## src/rtl/clz_skip_divider_pkg.sv

```systemverilog
// clz_skip_divider_pkg: shared width defaults and FSM state encoding for the divider
package clz_skip_divider_pkg;
  localparam int DEF_WIDTH = 32;
  localparam int DEF_CNT_W = 6;
  typedef enum logic [1:0] {S_IDLE, S_RUN, S_FIX} state_t;
endpackage

```

## src/rtl/clz_skip_divider_if.sv

```systemverilog
// clz_skip_divider_if: launch/result bundle between the EX stage and the divider
interface clz_skip_divider_if import clz_skip_divider_pkg::*; #(parameter int WIDTH = DEF_WIDTH) ();
  logic             start;
  logic             is_signed;
  logic [WIDTH-1:0] dividend;
  logic [WIDTH-1:0] divisor;
  logic             busy;
  logic             done;
  logic             div_by_zero;
  logic [WIDTH-1:0] lo;
  logic [WIDTH-1:0] hi;
  modport master (output start, is_signed, dividend, divisor, input busy, done, div_by_zero, lo, hi);
  modport slave (input start, is_signed, dividend, divisor, output busy, done, div_by_zero, lo, hi);
endinterface

```

## src/rtl/div_abs_lzc.sv

```systemverilog
// div_abs_lzc: operand magnitude and its leading-zero count (WIDTH when zero)
module div_abs_lzc import clz_skip_divider_pkg::*; #(parameter int WIDTH = DEF_WIDTH) (
  input  logic [WIDTH-1:0] i_op,
  input  logic             i_signed,
  output logic [WIDTH-1:0] o_mag,
  output logic [5:0]       o_lz
);
  assign o_mag = (i_signed && i_op[WIDTH-1]) ? -i_op : i_op;
  always_comb begin
    o_lz = 6'(WIDTH);
    for (int i = 0; i < WIDTH; i++) o_lz = o_mag[i] ? 6'(WIDTH - 1 - i) : o_lz;
  end
endmodule

```

## src/rtl/clz_skip_divider.sv

```systemverilog
// clz_skip_divider: multi-cycle DIV/DIVU that skips the dividend's leading zeros
module clz_skip_divider import clz_skip_divider_pkg::*; #(
  parameter int WIDTH = DEF_WIDTH,
  parameter int CNT_W = DEF_CNT_W
) (
  input logic               clk,
  input logic               rst,
  clz_skip_divider_if.slave bus
);
  state_t             r_state, w_next;
  logic [WIDTH-1:0]   w_ma, w_mb, r_q, r_r, r_mb, r_dvd, r_lo, r_hi, w_sh;
  logic [WIDTH:0]     w_t;
  logic [5:0]         w_lz_a, w_lz_b;
  logic [CNT_W-1:0]   r_cnt;
  logic               r_sq, r_sr, r_done, r_dbz, w_start;
  div_abs_lzc #(.WIDTH(WIDTH)) u_lzc_a (.i_op(bus.dividend), .i_signed(bus.is_signed), .o_mag(w_ma), .o_lz(w_lz_a));
  div_abs_lzc #(.WIDTH(WIDTH)) u_lzc_b (.i_op(bus.divisor), .i_signed(bus.is_signed), .o_mag(w_mb), .o_lz(w_lz_b));
  assign w_start = bus.start && r_state == S_IDLE;
  assign w_sh    = {r_r[WIDTH-2:0], r_q[WIDTH-1]};
  assign w_t     = {1'b0, w_sh} - {1'b0, r_mb};
  always_comb begin
    w_next = S_IDLE;
    w_next = r_state == S_IDLE ? (bus.start ? ((w_lz_a == 6'(WIDTH) || w_lz_b == 6'(WIDTH)) ? S_FIX : S_RUN) : S_IDLE)
           : r_state == S_RUN  ? (r_cnt == CNT_W'(1) ? S_FIX : S_RUN)
           : S_IDLE;
  end
  always_ff @(posedge clk or posedge rst)
    if (rst) r_state <= S_IDLE;
    else r_state <= w_next;
  always_ff @(posedge clk or posedge rst) begin
    if (rst) begin
      {r_q, r_r, r_mb, r_dvd, r_lo, r_hi} <= '0;
      {r_cnt, r_sq, r_sr, r_done, r_dbz} <= '0;
    end else begin
      r_done <= r_state == S_FIX;
      if (w_start) begin
        r_sq  <= bus.is_signed & (bus.dividend[WIDTH-1] ^ bus.divisor[WIDTH-1]);
        r_sr  <= bus.is_signed & bus.dividend[WIDTH-1];
        r_mb  <= w_mb;
        r_dvd <= bus.dividend;
        r_q   <= w_ma << w_lz_a;
        r_r   <= '0;
        r_cnt <= CNT_W'(WIDTH) - CNT_W'(w_lz_a);
        r_dbz <= 1'b0;
      end else if (r_state == S_RUN) begin
        r_q   <= {r_q[WIDTH-2:0], ~w_t[WIDTH]};
        r_r   <= w_t[WIDTH] ? w_sh : w_t[WIDTH-1:0];
        r_cnt <= r_cnt - CNT_W'(1);
      end else if (r_state == S_FIX) begin
        r_lo  <= r_mb == '0 ? '1 : (r_sq ? -r_q : r_q);
        r_hi  <= r_mb == '0 ? r_dvd : (r_sr ? -r_r : r_r);
        r_dbz <= r_mb == '0;
      end
    end
  end
  assign bus.busy        = r_state != S_IDLE;
  assign bus.done        = r_done;
  assign bus.div_by_zero = r_dbz;
  assign bus.lo          = r_lo;
  assign bus.hi          = r_hi;
endmodule

```

## src/flat_wrapper.sv

```systemverilog
// flat-port wrapper written by rule: the top's interface ports become plain ports
module clz_skip_divider_flat import clz_skip_divider_pkg::*;
#(
  parameter int WIDTH = DEF_WIDTH,
  parameter int CNT_W = DEF_CNT_W
)
  (clk, rst, bus_start, bus_is_signed, bus_dividend, bus_divisor, bus_busy, bus_done, bus_div_by_zero, bus_lo, bus_hi);
  clz_skip_divider_if #(.WIDTH(WIDTH)) bus_i ();
  input logic clk;
  input logic rst;
  input wire logic [$bits(bus_i.start)-1:0] bus_start;
  input wire logic [$bits(bus_i.is_signed)-1:0] bus_is_signed;
  input wire logic [$bits(bus_i.dividend)-1:0] bus_dividend;
  input wire logic [$bits(bus_i.divisor)-1:0] bus_divisor;
  output wire logic [$bits(bus_i.busy)-1:0] bus_busy;
  output wire logic [$bits(bus_i.done)-1:0] bus_done;
  output wire logic [$bits(bus_i.div_by_zero)-1:0] bus_div_by_zero;
  output wire logic [$bits(bus_i.lo)-1:0] bus_lo;
  output wire logic [$bits(bus_i.hi)-1:0] bus_hi;
  assign bus_i.start = bus_start;
  assign bus_i.is_signed = bus_is_signed;
  assign bus_i.dividend = bus_dividend;
  assign bus_i.divisor = bus_divisor;
  assign bus_busy = bus_i.busy;
  assign bus_done = bus_i.done;
  assign bus_div_by_zero = bus_i.div_by_zero;
  assign bus_lo = bus_i.lo;
  assign bus_hi = bus_i.hi;
  clz_skip_divider #(.WIDTH(WIDTH), .CNT_W(CNT_W)) u_core (.clk(clk), .rst(rst), .bus(bus_i));
endmodule
```

## config.mk

```make
export PLATFORM = sky130hd
export DESIGN_NAME = clz_skip_divider_flat
export DESIGN_NICKNAME = d
export VERILOG_FILES = /design/src/rtl/clz_skip_divider_pkg.sv /design/src/rtl/clz_skip_divider_if.sv /design/src/rtl/div_abs_lzc.sv /design/src/rtl/clz_skip_divider.sv /design/src/flat_wrapper.sv
export SDC_FILE = /design/constraint.sdc
export NUM_CORES = 1
export LEC_CHECK = 0
export ABC_AREA = 0
export CORE_MARGIN = 3
export CORE_UTILIZATION = 43
export CTS_CLUSTER_SIZE = 25
export DETAILED_ROUTE_END_ITERATION = 8
export SLEW_MARGIN = 25
export SYNTH_ARGS = -nofsm -noshare
export SYNTH_HDL_FRONTEND = slang
export SYNTH_SLANG_ARGS = --single-unit
```

## constraint.sdc

```tcl
create_clock -name clk -period 6.9 [get_ports clk]
set_input_delay 1.38 -clock clk [delete_from_list [all_inputs] [get_ports clk]]
set_output_delay 1.38 -clock clk [all_outputs]
set_load 0.02 [all_outputs]
```

==> results.md, run 1 <==
Finish:
- For this run, the post-layout net count is 2257.
- The proportion of layout cells with a drive suffix above 1 is 0.0882.
- Once layout is complete, the cells apart from fillers number 2633.
- The top cell types in the final layout, fill and taps aside, are sky130_fd_sc_hd__nand2_1 (273), sky130_fd_sc_hd__o21ai_0 (213), sky130_fd_sc_hd__dfrtp_1 (204).
- The most frequent standard cell in the layout excluding fill and tap cells is sky130_fd_sc_hd__nand2_1.
- The number of diodes is 0.
- The area growth from synthesis to layout is 18.0%.
- The number of fillers in the final layout is 3609.

STA:
- The worst hold-check slack is 466 ps.
- The count of final hold-check violations is 0.
- The part of the cycle the worst path needs is 0.859.
- Setup repair after global routing left no endpoint under its margin.
- The final setup skew is 29.9 ps.
- Setup violations remaining at the end of the flow were counted as 0.
- Derived from the worst setup path, the maximum achievable clock frequency is 0.169 GHz.
- Measured against its own limit, the worst slew margin works out to 0.327.
- The smallest clock period supported by the final layout is computed as 5930 ps.
- Once routing completed, OpenROAD measured the worst setup slack at 975 ps.
- The final max-slew violation count is 0.
- The setup TNS is 0 ps.
- The transition time at the pin with the least slew margin is 984 ps.

Die:
- The total number of placement rows is 70.
- In this run the horizontal extent of the chip is 199 µm.
- The number of ports placed on the die boundary is 135.
- The placeable core region is 36700 µm².
- The die covers 39600 µm².
- The initial utilization of the core area, before any placement, comes to 0.437.
- Measured along the y axis, the die boundary spans 199 µm.

Drt:
- The number of antenna-violating nets in the routed design is 0.
- The first detailed-routing pass ran for 5 iterations.
- The detailed-route via count is 15800.
- Using the TritonRoute via totals, the vias-per-cell ratio works out to 6.00.
- In the final routed layout, each cell accounts on average for 20.9 µm.
- Summed over all layers, the routed wires come to 55.1 mm.
- For this run, design rule violations remaining after detail routing come to 0.
- The first routing iteration left 1405 violations.

Synth:
- The dominant combinational cell family by area after synthesis is compound AO/OA/AOI/OAI gates.
- Yosys mapped a number of flops with a built-in enable equal to 0.
- The synthesized instance count is 2044.
- In this run the mean area of a mapped cell was 7.84 µm².
- Of the synthesized area, sequential elements account for 0.319.
- The simple logic cell fraction of the synthesized area is 0.218.
- Of the post-synthesis cell area, the dominant cell type holds 0.319.
- Yosys attributes the largest share of cell area to sky130_fd_sc_hd__dfrtp_1 (32%), sky130_fd_sc_hd__o21ai_0 (6.7%), sky130_fd_sc_hd__nand2_1 (6.4%).
- When the netlist entered floorplanning its net count stood at 2154.
- After synthesis, the share of flip-flops with an asynchronous set or reset is 1.00.
- The post-synthesis instance area is 16000 µm².
- The main flop type after synthesis is sky130_fd_sc_hd__dfrtp_1.
- The flip-flop and latch count after synthesis is 204.
- In this run, distinct cell masters in the synthesized netlist total 91.
- The mux contribution to synthesized area is 0.0681.
- The xor and xnor area share after synthesis is 0.0836.
- The compound-gate portion of the synthesized area is 0.227.
- sky130_fd_sc_hd__dfrtp_1 takes more of the synthesized area than any other cell.
- The number of synthesis warnings is 0.
- The fraction of the mapped netlist area in adder cells is 0.0333.

Placed design:
- Timing analysis after detailed placement gives a worst setup slack of 495 ps.
- The total half-perimeter wirelength after legalization and detailed placement is 41.4 mm.
- The final RePlAce weighted congestion is 0.968.
- The total instance count after detailed placement is 2588.
- Buffers placed on the I/O ports in this run total 134.

Power and ir drop:
- The analysis attributes to cell leakage a power of 7.84 nW.
- IR analysis of the VDD net gives a maximum drop of 0.000236 V.
- The design draws 8.17 mW.
- The power per standard cell area is 432 nW/µm².

Worst hold path:
- The path type of the worst min-delay path is reg2reg.
- The critical hold path startpoint is u_core.bus.lo[2].

GRT:
- For this run, the total global-route usage over all layers was measured as 0.275.
- The total grt overflow is 0.
- The via count of the first global-routing pass is 14900.
- Entering global routing, the biggest net connects 140 pins.
- The initial antenna violation count is 1.
- The first global-routing pass estimated 86.4 mm of wire.

Worst setup path:
- The startpoint class of the critical path is an input pin.
- The worst register-to-register path begins at u_core.r_q[31].
- The critical path goes through clkdlybuf4s50_1, inv_1, ha_1, or4b_1, o41ai_1, o21ai_0, a32oi_1, a21oi_1, o221ai_1, a21oi_2, o21ai_4, buf_12, mux2i_1, mux2_4, mux2i_1, o22ai_1, a2111o_1.
- The endpoint class of the critical path is a register.
- The critical path class is in2reg.
- In this run the worst path has a maximum fanout of 21.
- In this run the worst setup path begins at bus_dividend[0].
- The cell seen most often among critical-path stages is sky130_fd_sc_hd__mux2i_1.
- The slowest cell on the critical path is sky130_fd_sc_hd__or4b_1.
- The largest incremental delay on the critical path is 710 ps.
- The critical path arrival is 6320 ps.
- At the worst endpoint, the required time is 7290 ps.

Clock network:
- The insertion delay to the later sink of the worst-skew pair is 540 ps.
- The clock edge transition at the registers on the reported setup and hold paths is 60 ps.
- CTS placed an instance of sky130_fd_sc_hd__clkbuf_16 at the clock tree root.
- The CTS buffer count is 24.
- TritonCTS built the clock tree.
- In this run the number of H-tree levels came out at 1.
- The number of setup buffers added after CTS is 0.
- The tree built by TritonCTS fans out to 204 sinks.
- The number of buffers on the longest clock path is 3.
- The number of hold buffers added after CTS was 0.
- The post-cts gate resize count is 0.

Job:
- Max-cap violations in this run came to 0.

Outcome:
- The flow ran to the end, and the final reports show no timing, DRC or antenna violations.
## critical path, delay by kind of cell
family / cells / cell delay, ps
adder cells (fa/ha/maj): 1 / 280
AO/OA/AOI/OAI: 9 / 2330
multiplexers: 3 / 720
buffers and inverters: 3 / 870
AND/OR/NAND/NOR: 1 / 710
## path summary, 6_finish.rpt
kind	to	slack, ps	cells after the start
max	u_core.r_q[26]	970	17
min	u_core.bus.lo[2]	470	2
max reg2reg	u_core.r_r[31]	2260	17
min reg2reg	u_core.bus.lo[2]	470	2
max in group asynchronous	u_core.r_dvd[7]	4800	3
min in group asynchronous	u_core.r_r[30]	1410	3
## logic make-up (layout without fill, tap and decap cells)
| logic type | Yosys count | count (layout) |
|---|---|---|
| simple gates | 747 | 747 |
| mux | 104 | 104 |
| fa+ha+maj | 42 | 42 |
| compound gates | 593 | 593 |
| flops | 204 | 204 |
| buf+inv | 201 | 322 |
| xor+xnor | 153 | 153 |
## metrics by stage
stage	instance area, µm²	util
2_1_floorplan	16000	-
6_report	18900	0.515
5_1_grt	18900	0.515
3_5_place_dp	18100	0.492
4_1_cts	18900	0.515
3_3_place_gp	18100	0.492
## state kept, by name, summed over array words and instances (netlist names), 2 cells and up
register        flops
u_core.r_cnt        6
u_core.r_state      2
u_core.bus.hi      32
u_core.r_mb        32
u_core.r_r         32
u_core.bus.lo      32
u_core.r_dvd       32
u_core.r_q         32
## layout make-up
cell class | instances | area [µm²] | share of cell area
Multi-Input combinational cell | 1639 | 10100 | 0.536
Sequential cell | 204 | 5100 | 0.270
Timing Repair Buffer | 208 | 1980 | 0.105
Clock buffer | 29 | 649 | 0.0343
Tap cell | 468 | 586 | 0.0310
Inverter | 70 | 267 | 0.0141
Clock inverter | 15 | 180 | 0.00953
## per-layer routing
layer	track usage	share of wire	routed length (µm)	vias to the layer above
met1	0.414	0.48	26400	7582
met2	0.404	0.42	23100	558
met3	0.0393	0.065	3590	100
met4	0.0929	0.036	1990	0
met5	0	0	0	-
li1	-	-	-	7561
## power by group
part	internal [mW]	switching [mW]
Clock	0.790	0.545
Sequential	1.72	0.584
Combinational	1.91	2.63
## cells in the mapped netlist, types with 12 or more instances
cell,n
sky130_fd_sc_hd__a21oi_1,155
sky130_fd_sc_hd__nand2_1,274
sky130_fd_sc_hd__xnor2_1,71
sky130_fd_sc_hd__clkbuf_1,101
sky130_fd_sc_hd__xor2_1,82
sky130_fd_sc_hd__buf_2,14
sky130_fd_sc_hd__dfrtp_1,204
sky130_fd_sc_hd__o21ai_0,213
sky130_fd_sc_hd__a211oi_1,13
sky130_fd_sc_hd__nor2_1,192
sky130_fd_sc_hd__mux2i_1,67
sky130_fd_sc_hd__o41ai_1,15
sky130_fd_sc_hd__mux2_2,36
sky130_fd_sc_hd__or3_1,19
sky130_fd_sc_hd__nand3_1,54
sky130_fd_sc_hd__a31oi_1,15
sky130_fd_sc_hd__a21o_1,19
sky130_fd_sc_hd__nor2b_1,16
sky130_fd_sc_hd__o211ai_1,14
sky130_fd_sc_hd__nand4_1,21
sky130_fd_sc_hd__nand2b_1,19
sky130_fd_sc_hd__nor4_1,33
sky130_fd_sc_hd__o31ai_1,25
sky130_fd_sc_hd__nor3_1,49
sky130_fd_sc_hd__ha_1,41
sky130_fd_sc_hd__or4_1,12
sky130_fd_sc_hd__o22ai_1,25
sky130_fd_sc_hd__inv_1,68
Power figures use the tool's default switching activity.
==> run 2, diff against run 1 <==
TNS_END_PERCENT = 30   (was not set)
==> results of run 2 <==
Final layout, timing and power as in run 1 (identical DEF).
